===== src/rtl/unrank_pkg.sv =====
// Shared definitions for the combinadic unranker: constant binomial helpers,
// the maximum-rank computation and the FSM state type.
package unrank_pkg;

  typedef enum logic [0:0] {IDLE, EMIT} state_e;

  // Elaboration-time factorial; overflows above 20!.
  function automatic longint unsigned fact(input int unsigned n);
    longint unsigned res;
    res = 1;
    for (int unsigned i = 2; i <= n; i++) res = res * longint'(i);
    return res;
  endfunction

  // Elaboration-time C(n,k). Multiplicative form keeps every partial product
  // exact and avoids the factorial overflow. C(n,k) = 0 for k > n.
  function automatic longint unsigned binom(input int unsigned n, input int unsigned k);
    longint unsigned res;
    if (k > n) return 0;
    res = 1;
    for (int unsigned i = 0; i < k; i++) res = res * longint'(n - i) / longint'(i + 1);
    return res;
  endfunction

  // Number of K-combinations of n rows; valid ranks are 0..max_rank-1.
  function automatic longint unsigned max_rank(input int unsigned n, input int unsigned k);
    return binom(n, k);
  endfunction

endpackage


===== src/rtl/tcol.sv =====
// Binomial column search for one column k = COL_INDEX.
// Ports:
//   num - value to search against
//   row - highest row c in 0..ROWS_NUM-1 with C(c,k) <= num
//   val - C(row,k)
module tcol
  import unrank_pkg::*;
#(
  parameter int unsigned COL_INDEX   = 1,
  parameter int unsigned NUM_WIDTH   = 10,
  parameter int unsigned ROWS_NUM    = 13,
  parameter int unsigned VALUE_WIDTH = 10,
  parameter int unsigned ROW_WIDTH   = 4
) (
  input  logic [NUM_WIDTH-1:0]   num,
  output logic [ROW_WIDTH-1:0]   row,
  output logic [VALUE_WIDTH-1:0] val
);

  logic [VALUE_WIDTH-1:0] coef [ROWS_NUM];
  logic [VALUE_WIDTH-1:0] num_ext;

  assign num_ext = VALUE_WIDTH'(num);

  for (genvar c = 0; c < ROWS_NUM; c++) begin : g_row
    assign coef[c] = VALUE_WIDTH'(binom(c, COL_INDEX));
  end

  // Coefficients are non-decreasing in c, so the last hit is the highest row.
  // Rows below COL_INDEX have C = 0 and always hit, so row >= COL_INDEX-1.
  always_comb begin
    row = '0;
    val = '0;
    for (int c = 0; c < ROWS_NUM; c++) begin
      if (coef[c] <= num_ext) begin
        row = ROW_WIDTH'(c);
        val = coef[c];
      end
    end
  end

endmodule


===== src/rtl/unrank_seq.sv =====
// Sequential combinadic unranker. Takes a rank and streams the K elements of
// that K-combination of {0..ROWS_NUM-1}, largest first, one per beat.
// Ports:
//   clk, rst                      - clock, synchronous active-high reset
//   in_valid/in_ready/in_rank     - rank input handshake
//   out_valid/out_ready           - element output handshake
//   out_elem, out_last, out_err   - element, final-beat flag, out-of-range flag
module unrank_seq
  import unrank_pkg::*;
#(
  parameter int unsigned NUM_WIDTH   = 10,
  parameter int unsigned K           = 4,
  parameter int unsigned ROWS_NUM    = 13,
  parameter int unsigned VALUE_WIDTH = 10,
  parameter int unsigned ROW_WIDTH   = 4
) (
  input  logic                 clk,
  input  logic                 rst,
  input  logic                 in_valid,
  output logic                 in_ready,
  input  logic [NUM_WIDTH-1:0] in_rank,
  output logic                 out_valid,
  input  logic                 out_ready,
  output logic [ROW_WIDTH-1:0] out_elem,
  output logic                 out_last,
  output logic                 out_err
);

  localparam int unsigned     KW      = $clog2(K + 1);
  localparam longint unsigned MAXRANK = max_rank(ROWS_NUM, K);

  state_e                 state_q, state_d;
  logic [ROW_WIDTH-1:0]   elem_q, elem_d;
  logic [NUM_WIDTH-1:0]   rem_q, rem_d;
  logic [KW-1:0]          k_q, k_d;
  logic                   last_q, last_d;
  logic                   err_q, err_d;

  logic [NUM_WIDTH-1:0]   num;
  logic [KW-1:0]          col_sel;
  logic [ROW_WIDTH-1:0]   col_row [1:K];
  logic [VALUE_WIDTH-1:0] col_val [1:K];
  logic [ROW_WIDTH-1:0]   row;
  logic [VALUE_WIDTH-1:0] val;
  logic [NUM_WIDTH-1:0]   val_n;
  logic                   rank_err;

  // IDLE searches the incoming rank in column K; EMIT continues on the remainder.
  assign num     = (state_q == IDLE) ? in_rank : rem_q;
  assign col_sel = (state_q == IDLE) ? KW'(K) : k_q;

  for (genvar k = 1; k <= K; k++) begin : g_col
    tcol #(
      .COL_INDEX  (k),
      .NUM_WIDTH  (NUM_WIDTH),
      .ROWS_NUM   (ROWS_NUM),
      .VALUE_WIDTH(VALUE_WIDTH),
      .ROW_WIDTH  (ROW_WIDTH)
    ) u_tcol (
      .num(num),
      .row(col_row[k]),
      .val(col_val[k])
    );
  end

  always_comb begin
    row = '0;
    val = '0;
    for (int unsigned k = 1; k <= K; k++) begin
      if (col_sel == KW'(k)) begin
        row = col_row[k];
        val = col_val[k];
      end
    end
  end

  // val <= num by construction, so it fits in NUM_WIDTH and never underflows.
  assign val_n    = NUM_WIDTH'(val);
  assign rank_err = 64'(in_rank) >= MAXRANK;

  always_comb begin
    state_d = state_q;
    elem_d  = elem_q;
    rem_d   = rem_q;
    k_d     = k_q;
    last_d  = last_q;
    err_d   = err_q;
    unique case (state_q)
      IDLE: begin
        if (in_valid) begin
          state_d = EMIT;
          if (rank_err) begin
            elem_d = '0;
            err_d  = 1'b1;
            last_d = 1'b1;
          end else begin
            elem_d = row;
            rem_d  = num - val_n;
            k_d    = KW'(K - 1);
            err_d  = 1'b0;
            last_d = (K == 1);
          end
        end
      end
      EMIT: begin
        if (out_ready) begin
          if (last_q) begin
            state_d = IDLE;
          end else begin
            elem_d = row;
            rem_d  = num - val_n;
            k_d    = k_q - KW'(1);
            last_d = (k_q == KW'(1));
          end
        end
      end
      default: state_d = IDLE;
    endcase
  end

  always_ff @(posedge clk) begin
    if (rst) begin
      state_q <= IDLE;
      elem_q  <= '0;
      rem_q   <= '0;
      k_q     <= '0;
      last_q  <= 1'b0;
      err_q   <= 1'b0;
    end else begin
      state_q <= state_d;
      elem_q  <= elem_d;
      rem_q   <= rem_d;
      k_q     <= k_d;
      last_q  <= last_d;
      err_q   <= err_d;
    end
  end

  assign in_ready  = (state_q == IDLE);
  assign out_valid = (state_q == EMIT);
  assign out_elem  = elem_q;
  assign out_last  = last_q;
  assign out_err   = err_q;

endmodule


===== config.mk =====
export PLATFORM = sky130hd
export DESIGN_NAME = unrank_seq
export DESIGN_NICKNAME = d
export VERILOG_FILES = /design/src/rtl/unrank_pkg.sv /design/src/rtl/tcol.sv /design/src/rtl/unrank_seq.sv
export SDC_FILE = /design/constraint.sdc
export NUM_CORES = 1
export LEC_CHECK = 0
export ABC_CLOCK_PERIOD_IN_PS = 4870
export BUFFER_PORTS_ARGS = -buffer_cell sky130_fd_sc_hd__buf_2
export CAP_MARGIN = 0
export CORE_AREA = 2 2 97 99
export CTS_CLUSTER_DIAMETER = 30
export CTS_CLUSTER_SIZE = 28
export DETAILED_ROUTE_END_ITERATION = 10
export DIE_AREA = 0 0 99 101
export GPL_TIMING_DRIVEN = 0
export PLACE_DENSITY = 0.5
export SETUP_SLACK_MARGIN = 0.02
export SLEW_MARGIN = 10
export SYNTH_ARGS = -nofsm -noshare
export SYNTH_HDL_FRONTEND = slang
export SYNTH_SLANG_ARGS = --single-unit

===== constraint.sdc =====
create_clock -name clk -period 4.87 [get_ports clk]
set_input_delay 0.487 -clock clk [delete_from_list [all_inputs] [get_ports clk]]
set_output_delay 0.487 -clock clk [all_outputs]
set_load 0.01 [all_outputs]

==> results of run 1 <==
## final timing paths
kind | start | end | slack [ps] | cells past startpoint
worst max-delay path | out_valid$_SDFF_PP0_ | rem_q[9]$_SDFFE_PP0P_ | 190 | 18
worst max register to register | out_valid$_SDFF_PP0_ | rem_q[9]$_SDFFE_PP0P_ | 190 | 18
worst min-delay path | out_elem[1]$_SDFFE_PP0P_ | out_elem[1]$_SDFFE_PP0P_ | 440 | 2
worst min register to register | out_elem[1]$_SDFFE_PP0P_ | out_elem[1]$_SDFFE_PP0P_ | 440 | 2
## stage by stage
| step | hold slack (ps) | TNS [ps] | setup WS (ps) | instances | area [sq um] |
|---|---|---|---|---|---|
| after global routing | 459.1 | -40.87 | -40.87 | 507 | 3065 |
| after global placement | 423.0 | -89.61 | -89.61 | 498 | 2859 |
| after CTS | 441.1 | 0 | 4.428 | 503 | 2943 |
| after floorplan | 454.7 | 0 | 691.7 | 366 | 2615 |
| final | 438.3 | 0 | 192.4 | 507 | 3065 |
| after detailed placement | 427.5 | -77.83 | -77.83 | 498 | 2859 |
## placed cells by master, fill, tap and decap left out, types with 3 or more instances in the layout
cell / synthesis / final
nor3_1: 6 / 5
inv_2: 5 / 5
a21oi_2: 1 / 3
clkbuf_8: 0 / 3
nand2_1: 47 / 47
nand3_1: 12 / 12
nor2_1: 32 / 30
o21ai_1: 11 / 11
nand4_1: 3 / 3
or4_1: 4 / 4
a21oi_1: 46 / 44
a211o_1: 4 / 3
ha_1: 11 / 11
mux2i_1: 4 / 3
a211oi_2: 2 / 4
mux2i_4: 3 / 5
buf_4: 0 / 5
nor2b_1: 4 / 4
a21o_1: 6 / 6
inv_1: 14 / 14
o21a_1: 3 / 3
clkbuf_1: 4 / 4
and2_1: 3 / 3
a311oi_1: 3 / 3
buf_2: 3 / 24
xnor2_1: 4 / 4
a31oi_1: 7 / 6
o21ai_0: 25 / 25
a211oi_1: 9 / 7
nand3b_1: 3 / 3
dfxtp_1: 20 / 20
or2_2: 3 / 3
## sequential cells by signal, indices dropped and copies added (netlist names)
| name | flops |
|---|---|
| out_err | 1 |
| out_valid | 1 |
| k_q | 3 |
| rem_q | 10 |
| out_last | 1 |
| out_elem | 4 |
## critical path: cells and delay by family (launching register included)
kind | cells | cell delay, ps
AO/OA/AOI/OAI | 9 | 2300
multiplexers | 1 | 290
flip-flops | 1 | 350
AND/OR/NAND/NOR | 4 | 1000
buffers and inverters | 3 | 430
adder cells (fa/ha/maj) | 1 | 260
## kinds of logic (layout without fill, tap and decap cells)
kind of cell | after synthesis | after routing | share of synthesized area (%)
DFF | 20 | 20 | 15.31
AOI/OAI and AO/OA | 148 | 148 | 36.84
xor gates and xnor gates | 6 | 6 | 2.010
buffers and inverters | 30 | 60 | 6.076
adders and majority gates | 12 | 12 | 6.029
and+or+nand+nor | 136 | 136 | 26.13
muxes | 14 | 14 | 7.608
## timing repair
| item | CTS | global route |
|---|---|---|
| pin swaps | 1 | 1 |
| resized for setup | 1 | 18 |
| buffers inserted | 1 | 4 |
| setup endpoints to repair | 2 | 5 |
| gates cloned | 0 | 0 |
## power groups by stage
stage / Sequential (W) / Clock [W] / Combinational (W)
after floorplan: 0.000216 / 0 / 0.000352
after global placement: 0.000224 / 0 / 0.000479
after detailed placement: 0.000224 / 0 / 0.000474
after CTS: 0.000220 / 0.000171 / 0.000478
after global routing: 0.000225 / 0.000181 / 0.000560
final: 0.000222 / 0.000168 / 0.000513
## cell type report
class	instances	area (sq um)	area share [%]
clock buffers	3	41.29	1.347
plain buffers	11	87.58	2.857
multi-input cells	316	2153	70.25
inverters	19	71.32	2.327
clock inverters	1	30.03	0.9796
well taps	111	138.9	4.531
flip-flops and latches	20	400.4	13.06
repair buffers	26	142.6	4.653
## routing by layer
| metal | GRT usage [%] | up-vias | routed length [um] |
|---|---|---|---|
| li1 | - | 1456 | - |
| met5 | 0 | - | 0 |
| met4 | 9.378 | 0 | 466 |
| met2 | 32.48 | 168 | 4544 |
| met1 | 25.42 | 1465 | 4151 |
| met3 | 2.080 | 37 | 679 |
==> run_results.csv, run 1 <==
group,metric,value,unit
routing,drtPass1Iterations,8,
synth,synthTopCellsByCount,"47 x nand2_1, 46 x a21oi_1, 32 x nor2_1",
cts,clockRootBuffer,"clkbuf_8",
pwr,ir_worst_vdd,224.7,uV
placed_design,io_buffers,21,
run_status,status,"completed",
critical_path,crit_chain,"buf_6 -> mux2i_4 -> inv_2 -> or4_4 -> buf_6 -> a2111oi_1 -> o21ai_1 -> nand2_1 -> a211oi_1 -> o32ai_1 -> ha_1 -> o21ai_0 -> a21oi_1 -> o21ai_0 -> a21oi_1 -> nand3_1 -> a2111oi_0 -> nand3b_1",
synth,syn_area_per_cell,7.145,sq um
layout,area_delta_synth_final,17.22,%
routing,via_per_inst,6.166,
sta,fin_skew,4.412,ps
floorplanning,io_pins,22,
sta,fin_crit_sh,96.05,%
synth,synth-seq-cells,20,
critical_path,cp_max_fo,10,
floorplanning,die_h,101,um
cts,cts.clk_slew.worst_paths,80,ps
critical_path,endpoint_kind,"flop",
synth,yosysUniqueCellTypes,77,
global_route,antenna_found_initial,0,
pwr,p_seq_share,24.6,%
job,timing.max_cap.violations,0,
critical_path,critPathKind,"reg2reg",
cts,cts_buffers,3,
layout,fillers,948,
critical_path,max_stage_delay,580,ps
cts,cts_tree,"done",
cts,postCtsHoldBufs,0,
pwr,p_total,0.0009032,W
cts,clk_path_buf_depth,2,
synth,async_flop_share,0,%
pwr,switching_power,0.0004093,W
floorplanning,rows,35,
sta,max_slew.worst_pin.slew,910.3,ps
global_route,grt_max_degree,13,
global_route,grt_pass1_wl,15.57,mm
pwr,leakagePower,1.143,nW
cts,clock_sinks,20,
global_route,grt_usage,19.59,%
critical_path,arrival,4880,ps
synth,yosysTopAreaCellShare,15.31,%
layout,fin_nets,423,
placed_design,dp_hpwl,7.704,mm
layout,final_core_util,34.15,%
sta,slew_violations,0,
sta,period_minus_slack,4678,ps
floorplanning,dieWidth,99,um
floorplanning,die_area,9999,sq um
synth,synth-edff-count,0,
hold_path,min_path_type,"reg2reg",
cts,clk-insertion-delay-late,260,ps
synth,synth_cells,366,
synth,syn_area,2615,sq um
global_route,grt_pass1_vias,2848,
synth,synth_flop_cell,"dfxtp_1",
pwr,clkPwrFrac,18.6,%
layout,drive_gt1_share,18.94,%
pwr,internal_power,0.0004940,W
synth,synth.most_common_cell,"nand2_1",
placed_design,place.gp.congestion,0.9352,
sta,relSlewSlack,38.95,%
critical_path,cp-start-kind,"flop",
floorplanning,core_area,8977,sq um
routing,routed_wl,9.841,mm
routing,drtIter0Drc,418,
sta,setup_viol,0,
routing,drc,0,
critical_path,critical_path_required,5070,ps
sta,hold_viol_final,0,
synth,netlist.top_cell.by_area,"dfxtp_1",
routing,antenna_left,0,
sta,max_freq,0.2138,GHz
synth,yosysWarnings,0,
routing,wl_per_cell,19.41,um
pwr,sw_frac_of_total,45.31,%
routing,dr_total_vias,3126,
synth,synthTopCellsByArea,"dfxtp_1 15%, a21oi_1 8.8%, nand2_1 6.7%",
layout,antennaDiodeCount,0,
cts,htreeDepth,1,
pwr,combPwrFrac,56.8,%
floorplanning,initial_utilization,29.13,%
global_route,overflow,0,
synth,ys_seq_area_share,15.31,%
pwr,p_per_area,294.6,nW/um^2
critical_path,crit_slowest_cell,"or4_4",
synth,syn_nets,392,
Power figures use the tool's default switching activity.
==> run 2, diff against run 1 <==
--- a/config.mk
+++ b/config.mk
@@ -8,15 +8,16 @@
 export ABC_CLOCK_PERIOD_IN_PS = 4870
 export BUFFER_PORTS_ARGS = -buffer_cell sky130_fd_sc_hd__buf_2
 export CAP_MARGIN = 0
-export CORE_AREA = 2 2 97 99
+export CORE_AREA = 2 2 107 109
 export CTS_CLUSTER_DIAMETER = 30
 export CTS_CLUSTER_SIZE = 28
 export DETAILED_ROUTE_END_ITERATION = 10
-export DIE_AREA = 0 0 99 101
+export DIE_AREA = 0 0 109 111
 export GPL_TIMING_DRIVEN = 0
 export PLACE_DENSITY = 0.5
 export SETUP_SLACK_MARGIN = 0.02
 export SLEW_MARGIN = 10
 export SYNTH_ARGS = -nofsm -noshare
 export SYNTH_HDL_FRONTEND = slang
+export SYNTH_HIERARCHICAL = 1
 export SYNTH_SLANG_ARGS = --single-unit
==> run 2 against run 1 <==
Register-to-register slack better by 180 ps. Final area up 23%. Sequential cell count unchanged. Clock-buffer cell count up 1. Clock skew down 3.1 ps. Highest routed layer unchanged. Hold slack better by 13 ps. Sequential power down 9.9%. Maximum frequency up 4.1%. Final cell count up 25%. Sequential share of layout area down 2.4 points.
==> run_results.csv, run 2 <==
group,metric,value,unit
critical_path,timing.rr.start,"out_valid$_SDFF_PP0_",
floorplanning,die_h,111,um
placed_design,dp_cells,630,
routing,via_per_inst,5.512,
synth,yosysTopAreaCellShare,12.39,%
synth,syn_area,3231,sq um
cts,clk-insertion-delay-late,250,ps
layout,antennaDiodeCount,0,
synth,yosysWarnings,6,
placed_design,dp_hpwl,7.548,mm
pwr,ir_worst_vdd,127.7,uV
sta,max_freq,0.2225,GHz
sta,relSlewSlack,58.01,%
synth,async_flop_share,0,%
pwr,p_per_area,284.5,nW/um^2
hold_path,min_path_type,"reg2reg",
placed_design,placed_cell_area,3545,sq um
routing,drtIter0Drc,221,
pwr,leakagePower,1.430,nW
sta,slew_violations,0,
synth,synthTopCellsByCount,"50 x a21oi_1, 39 x nor2_1, 32 x nand2_1",
floorplanning,rows,39,
layout,top_register,"rem_q",
job,timing.max_cap.violations,0,
layout,area_delta_synth_final,16.50,%
global_route,antenna_found_initial,0,
floorplanning,die_area,12100,sq um
global_route,grt_pass1_wl,16.34,mm
synth,synth_cells,458,
floorplanning,io_pins,22,
sta,period_minus_slack,4494,ps
sta,hold_viol_final,0,
run_status,status,"completed",
placed_design,io_buffers,21,
critical_path,arrival,4630,ps
synth,synth-edff-count,0,
global_route,grt_usage,16.59,%
synth,ys_seq_area_share,12.39,%
global_route,grt_pass1_vias,3244,
global_route,grt_max_degree,18,
routing,dr_total_vias,3500,
critical_path,critical_path_required,5000,ps
cts,clk_path_buf_depth,2,
placed_design,place.gp.congestion,0.8682,
layout,mostFrequentLayoutCells,"49 x a21oi_1, 39 x nor2_1, 32 x nand2_1, 27 x o21ai_0, 24 x buf_2",
layout,largest_reg_flops,10,
synth,synth_flop_cell,"dfxtp_1",
global_route,overflow,0,
synth,yosysUniqueCellTypes,83,
cts,clockRootBuffer,"clkbuf_16",
synth,synth.most_common_cell,"a21oi_1",
routing,wl_per_cell,16.09,um
synth,syn_area_per_cell,7.054,sq um
synth,synthTopCellsByArea,"dfxtp_1 12%, a21oi_1 7.7%, nor2_1 4.5%",
sta,fin_skew,1.362,ps
sta,rsz0062_at_grt,"false",
cts,htreeDepth,1,
critical_path,cp_max_fo,10,
layout,fin_nets,519,
floorplanning,dieWidth,109,um
cts,cts_tree,"done",
layout,instances_no_fill,635,
layout,drive_gt1_share,20.73,%
critical_path,cp-startpoint,"out_valid$_SDFF_PP0_",
cts,cts.clk_slew.worst_paths,50,ps
critical_path,rr_endpoint,"rem_q[8]$_SDFFE_PP0P_",
cts,postCtsHoldBufs,0,
routing,drc,0,
sta,max_slew.worst_pin.slew,626.5,ps
critical_path,cp-start-kind,"flop",
critical_path,reg2reg_depth,19,
critical_path,endpoint_kind,"flop",
sta,setup_viol,0,
critical_path,reg2reg_slack,380,ps
sta,fin_tns_setup,0,ps
layout,final_core_util,33.98,%
critical_path,endpoint,"rem_q[8]$_SDFFE_PP0P_",
critical_path,critPathKind,"reg2reg",
cts,clock_sinks,20,
sta,fin_crit_sh,92.27,%
synth,netlist.top_cell.by_area,"dfxtp_1",
layout,fin_area,3764,sq um
layout,layout_commonest_cell,"a21oi_1",
routing,antenna_left,0,
synth,synth-seq-cells,20,
floorplanning,initial_utilization,29.17,%
routing,drtPass1Iterations,5,
cts,cts_buffers,3,
floorplanning,core_area,11080,sq um
routing,routed_wl,10.22,mm
run 2: power breakdown:
| group | total (W) | switching, W | leakage [nW] | internal (W) |
|---|---|---|---|---|
| Combinational | 0.000688 | 0.000410 | 1.22 | 0.000278 |
| Clock | 0.000183 | 0.0000577 | 0.0442 | 0.000125 |
| Sequential | 0.000200 | 0.0000130 | 0.165 | 0.000187 |
| Total | 0.00107 | 0.000481 | 1.43 | 0.000590 |
run 2: cells by family after synthesis:
group                    count (synthesis)  synth area share [%]
AO/OA/AOI/OAI                          173                 36.45
other                                    4                0.4646
buffers and inverters                   66                 10.96
XOR/XNOR                                 3                0.8135
multiplexers                            14                 4.686
AND/OR/NAND/NOR                        166                 29.36
adder cells (fa/ha/maj)                 12                 4.880
flip-flops                              20                 12.39
run 2: final cells by class:
cell class                 instances  area, sq um
fill                            1194         7313
multi-input combinational        380         2601
sequential                        20        400.4
buffer                            51        309.0
tap                              143        178.9
timing repair buffer              23        132.6
clock buffer                       4        88.84
inverter                          14        52.55
run 2: worst min path at each step:
stage                             startpoint                  endpoint  slack, ps  cells after the start
floorplan              rem_q[4]$_SDFFE_PP0P_     rem_q[4]$_SDFFE_PP0P_        430                      2
global placement       rem_q[4]$_SDFFE_PP0P_     rem_q[4]$_SDFFE_PP0P_        440                      2
detailed placement     rem_q[4]$_SDFFE_PP0P_     rem_q[4]$_SDFFE_PP0P_        440                      2
CTS                    rem_q[4]$_SDFFE_PP0P_     rem_q[4]$_SDFFE_PP0P_        450                      2
global route                       out_ready      out_valid$_SDFF_PP0_        470                      2
finish              out_elem[2]$_SDFFE_PP0P_  out_elem[2]$_SDFFE_PP0P_        450                      2
run 2: metal layers:
layer	part of all wire, %	up-vias	global-route usage, %
li1	-	1754	-
met1	47	1647	22.52
met2	48	89	27.83
met3	4.0	10	1.470
met4	1.2	0	4.359
met5	0	-	0
run 2: stage by stage:
step / power [W] / hold slack [ps] / worst slack (ps)
4_1_cts: 0.001029 / 452.4 / 44.76
5_1_grt: 0.001160 / 466.6 / 40.89
3_3_place_gp: 0.0008278 / 436.0 / -545.7
3_5_place_dp: 0.0008338 / 444.4 / -583.1
2_1_floorplan: 0.0006874 / 428.4 / 253.3
6_report: 0.001071 / 451.5 / 376.3
run 2: timing repair:
action,4_1_cts,5_1_grt
setup endpoints to repair,3,3
setup buffers,0,2
pin swaps,0,1
resized for setup,8,24
run 2: critical path: stages (launching register included):
cell,delay [ps]
dfxtp_1,360
buf_6,160
buf_6,180
mux2_4,380
buf_2,200
or4_1,500
a21oi_1,130
o21ai_0,160
nand2_1,140
mux2i_1,80
nor2_1,110
a21oi_1,50
o21ai_0,170
ha_1,190
inv_1,50
fa_1,410
a21o_1,250
a2111oi_4,360
o31ai_1,160
a311o_1,330
==> run 3, diff against run 2 <==
--- a/config.mk
+++ b/config.mk
@@ -8,13 +8,13 @@
 export ABC_CLOCK_PERIOD_IN_PS = 4870
 export BUFFER_PORTS_ARGS = -buffer_cell sky130_fd_sc_hd__buf_2
 export CAP_MARGIN = 0
-export CORE_AREA = 2 2 107 109
+export CORE_AREA = 2 2 77 79
 export CTS_CLUSTER_DIAMETER = 30
 export CTS_CLUSTER_SIZE = 28
 export DETAILED_ROUTE_END_ITERATION = 10
-export DIE_AREA = 0 0 109 111
+export DIE_AREA = 0 0 79 81
 export GPL_TIMING_DRIVEN = 0
-export PLACE_DENSITY = 0.5
+export PLACE_DENSITY = 0.82
 export SETUP_SLACK_MARGIN = 0.02
 export SLEW_MARGIN = 10
 export SYNTH_ARGS = -nofsm -noshare
==> run 3 against run 2 <==
Die area fell by 47%. Global-route usage grew 13 points. Final cell count down 10%. Critical endpoint unchanged. Clock-buffer cell count is 1 lower. Largest power group unchanged. Combinational power shrank 1%.
==> run_results.csv, run 3 (synthesis results as in run 2) <==
group,metric,value,unit
critical_path,crit_chain,"buf_6 -> buf_6 -> mux2_4 -> buf_4 -> or4_1 -> nor2_4 -> o211ai_1 -> a21oi_1 -> buf_4 -> a21oi_1 -> o21ai_0 -> ha_1 -> inv_1 -> fa_1 -> a21o_1 -> a2111oi_4 -> o31ai_1 -> a311o_1",
cts,postCtsHoldBufs,0,
cts,clock_sinks,20,
floorplanning,die_area,6399,sq um
sta,slew_violations,0,
routing,drtIter0Drc,325,
cts,clk_path_buf_depth,2,
pwr,ir_worst_vdd,218.9,uV
layout,mostFrequentLayoutCells,"48 x a21oi_1, 39 x nor2_1, 32 x nand2_1, 27 x o21ai_0, 23 x buf_2",
routing,drc,0,
global_route,grt_max_degree,18,
pwr,p_total,0.001048,W
layout,final_core_util,64.31,%
critical_path,cp_max_fo,10,
critical_path,max_stage_delay,550,ps
layout,fillers,484,
sta,fin_crit_sh,94.14,%
sta,hold_viol_final,0,
routing,antenna_left,0,
hold_path,min_path_type,"reg2reg",
layout,area_delta_synth_final,12.97,%
floorplanning,dieWidth,79,um
cts,cts_tree,"done",
critical_path,crit_slowest_cell,"or4_1",
sta,max_slew.worst_pin.slew,595.4,ps
routing,dr_total_vias,3681,
sta,fin_skew,2.601,ps
global_route,grt_usage,29.21,%
critical_path,cp-start-kind,"flop",
layout,fin_nets,521,
critical_path,arrival,4730,ps
layout,largest_reg_flops,10,
layout,drive_gt1_share,20.45,%
global_route,antenna_found_initial,0,
routing,via_per_inst,6.469,
global_route,grt_pass1_vias,3310,
routing,drtPass1Iterations,5,
job,timing.max_cap.violations,0,
layout,multi_input_area,2591,sq um
layout,layout_commonest_cell,"a21oi_1",
global_route,overflow,0,
cts,cts.clk_slew.worst_paths,80,ps
floorplanning,initial_utilization,56.92,%
cts,cts_buffers,3,
sta,relSlewSlack,60.09,%
cts,clockRootBuffer,"clkbuf_8",
sta,setup_viol,0,
sta,period_minus_slack,4585,ps
floorplanning,io_pins,22,
sta,worst_slack,285.5,ps
critical_path,endpoint_kind,"flop",
placed_design,dp_hpwl,6.693,mm
placed_design,io_buffers,21,
pwr,leakagePower,1.422,nW
layout,antennaDiodeCount,0,
cts,htreeDepth,1,
layout,fin_area,3650,sq um
global_route,grt_pass1_wl,15.25,mm
pwr,p_per_area,287.0,nW/um^2
sta,max_freq,0.2181,GHz
cts,clk-insertion-delay-late,260,ps
run_status,status,"completed",
placed_design,place_ws,-412.5,ps
sta,timing.hold.ws,452.3,ps
placed_design,placed_cell_area,3460,sq um
layout,top_register,"rem_q",
placed_design,place.gp.congestion,0.9518,
layout,register_area,400.4,sq um
routing,wl_per_cell,16.68,um
critical_path,critical_path_required,5020,ps
critical_path,critPathKind,"reg2reg",
floorplanning,die_h,81,um
floorplanning,rows,28,
routing,routed_wl,9.489,mm
floorplanning,core_area,5675,sq um
==> run 3: final cells by class <==
class                           count  share of cell area (%)
Multi-Input combinational cell    380                   71.00
Sequential cell                    20                   10.97
Buffer                             52                   8.570
Timing Repair Buffer               24                   3.497
Tap cell                           75                   2.571
Inverter                           14                   1.440
Clock buffer                        3                   1.131
Clock inverter                      1                  0.8228
==> run 3: metal layers <==
layer	GRT usage, %	vias to the layer above	part of all wire [%]
met2	52.46	190	49
met4	10.69	0	3.1
li1	-	1758	-
met5	0	-	0
met3	3.444	41	7.5
met1	35.90	1692	41
==> run 3: where the power goes <==
part	switching [W]	total [W]	internal (W)
clock network	0.0000562	0.000166	0.000110
logic	0.000405	0.000681	0.000275
registers	0.0000144	0.000201	0.000187
==> run 3: repair_timing <==
action / CTS / global route
setup endpoints to repair: 3 / 3
setup buffers: 0 / 3
cloned: 0 / 0
resized for setup: 5 / 25
hold endpoints to repair: 0 / 0
==> run 3: worst max-delay path: cells and delay by family (launching register included) <==
family                   cells  cell delay [ps]
AO/OA/AOI/OAI                8             1680
AND/OR/NAND/NOR              2              730
buffers and inverters        5              710
adder cells (fa/ha/maj)      2              600
flip-flops                   1              370
multiplexers                 1              370
==> run 3: path summary, 6_finish.rpt <==
kind | from | to | slack (ps) | cells past startpoint
worst min-delay path | out_elem[0]$_SDFFE_PP0P_ | out_elem[0]$_SDFFE_PP0P_ | 450 | 2
worst max register to register | out_valid$_SDFF_PP0_ | rem_q[8]$_SDFFE_PP0P_ | 290 | 18
worst min register to register | out_elem[0]$_SDFFE_PP0P_ | out_elem[0]$_SDFFE_PP0P_ | 450 | 2
worst max-delay path | out_valid$_SDFF_PP0_ | rem_q[8]$_SDFFE_PP0P_ | 290 | 18
==> run 3: metrics by stage <==
step | setup TNS, ps | instances
global placement | -532.7 | 562
detailed placement | -594.2 | 562
global route | -7.427 | 569
CTS | 0 | 566
finish | 0 | 569
floorplan | 0 | 466
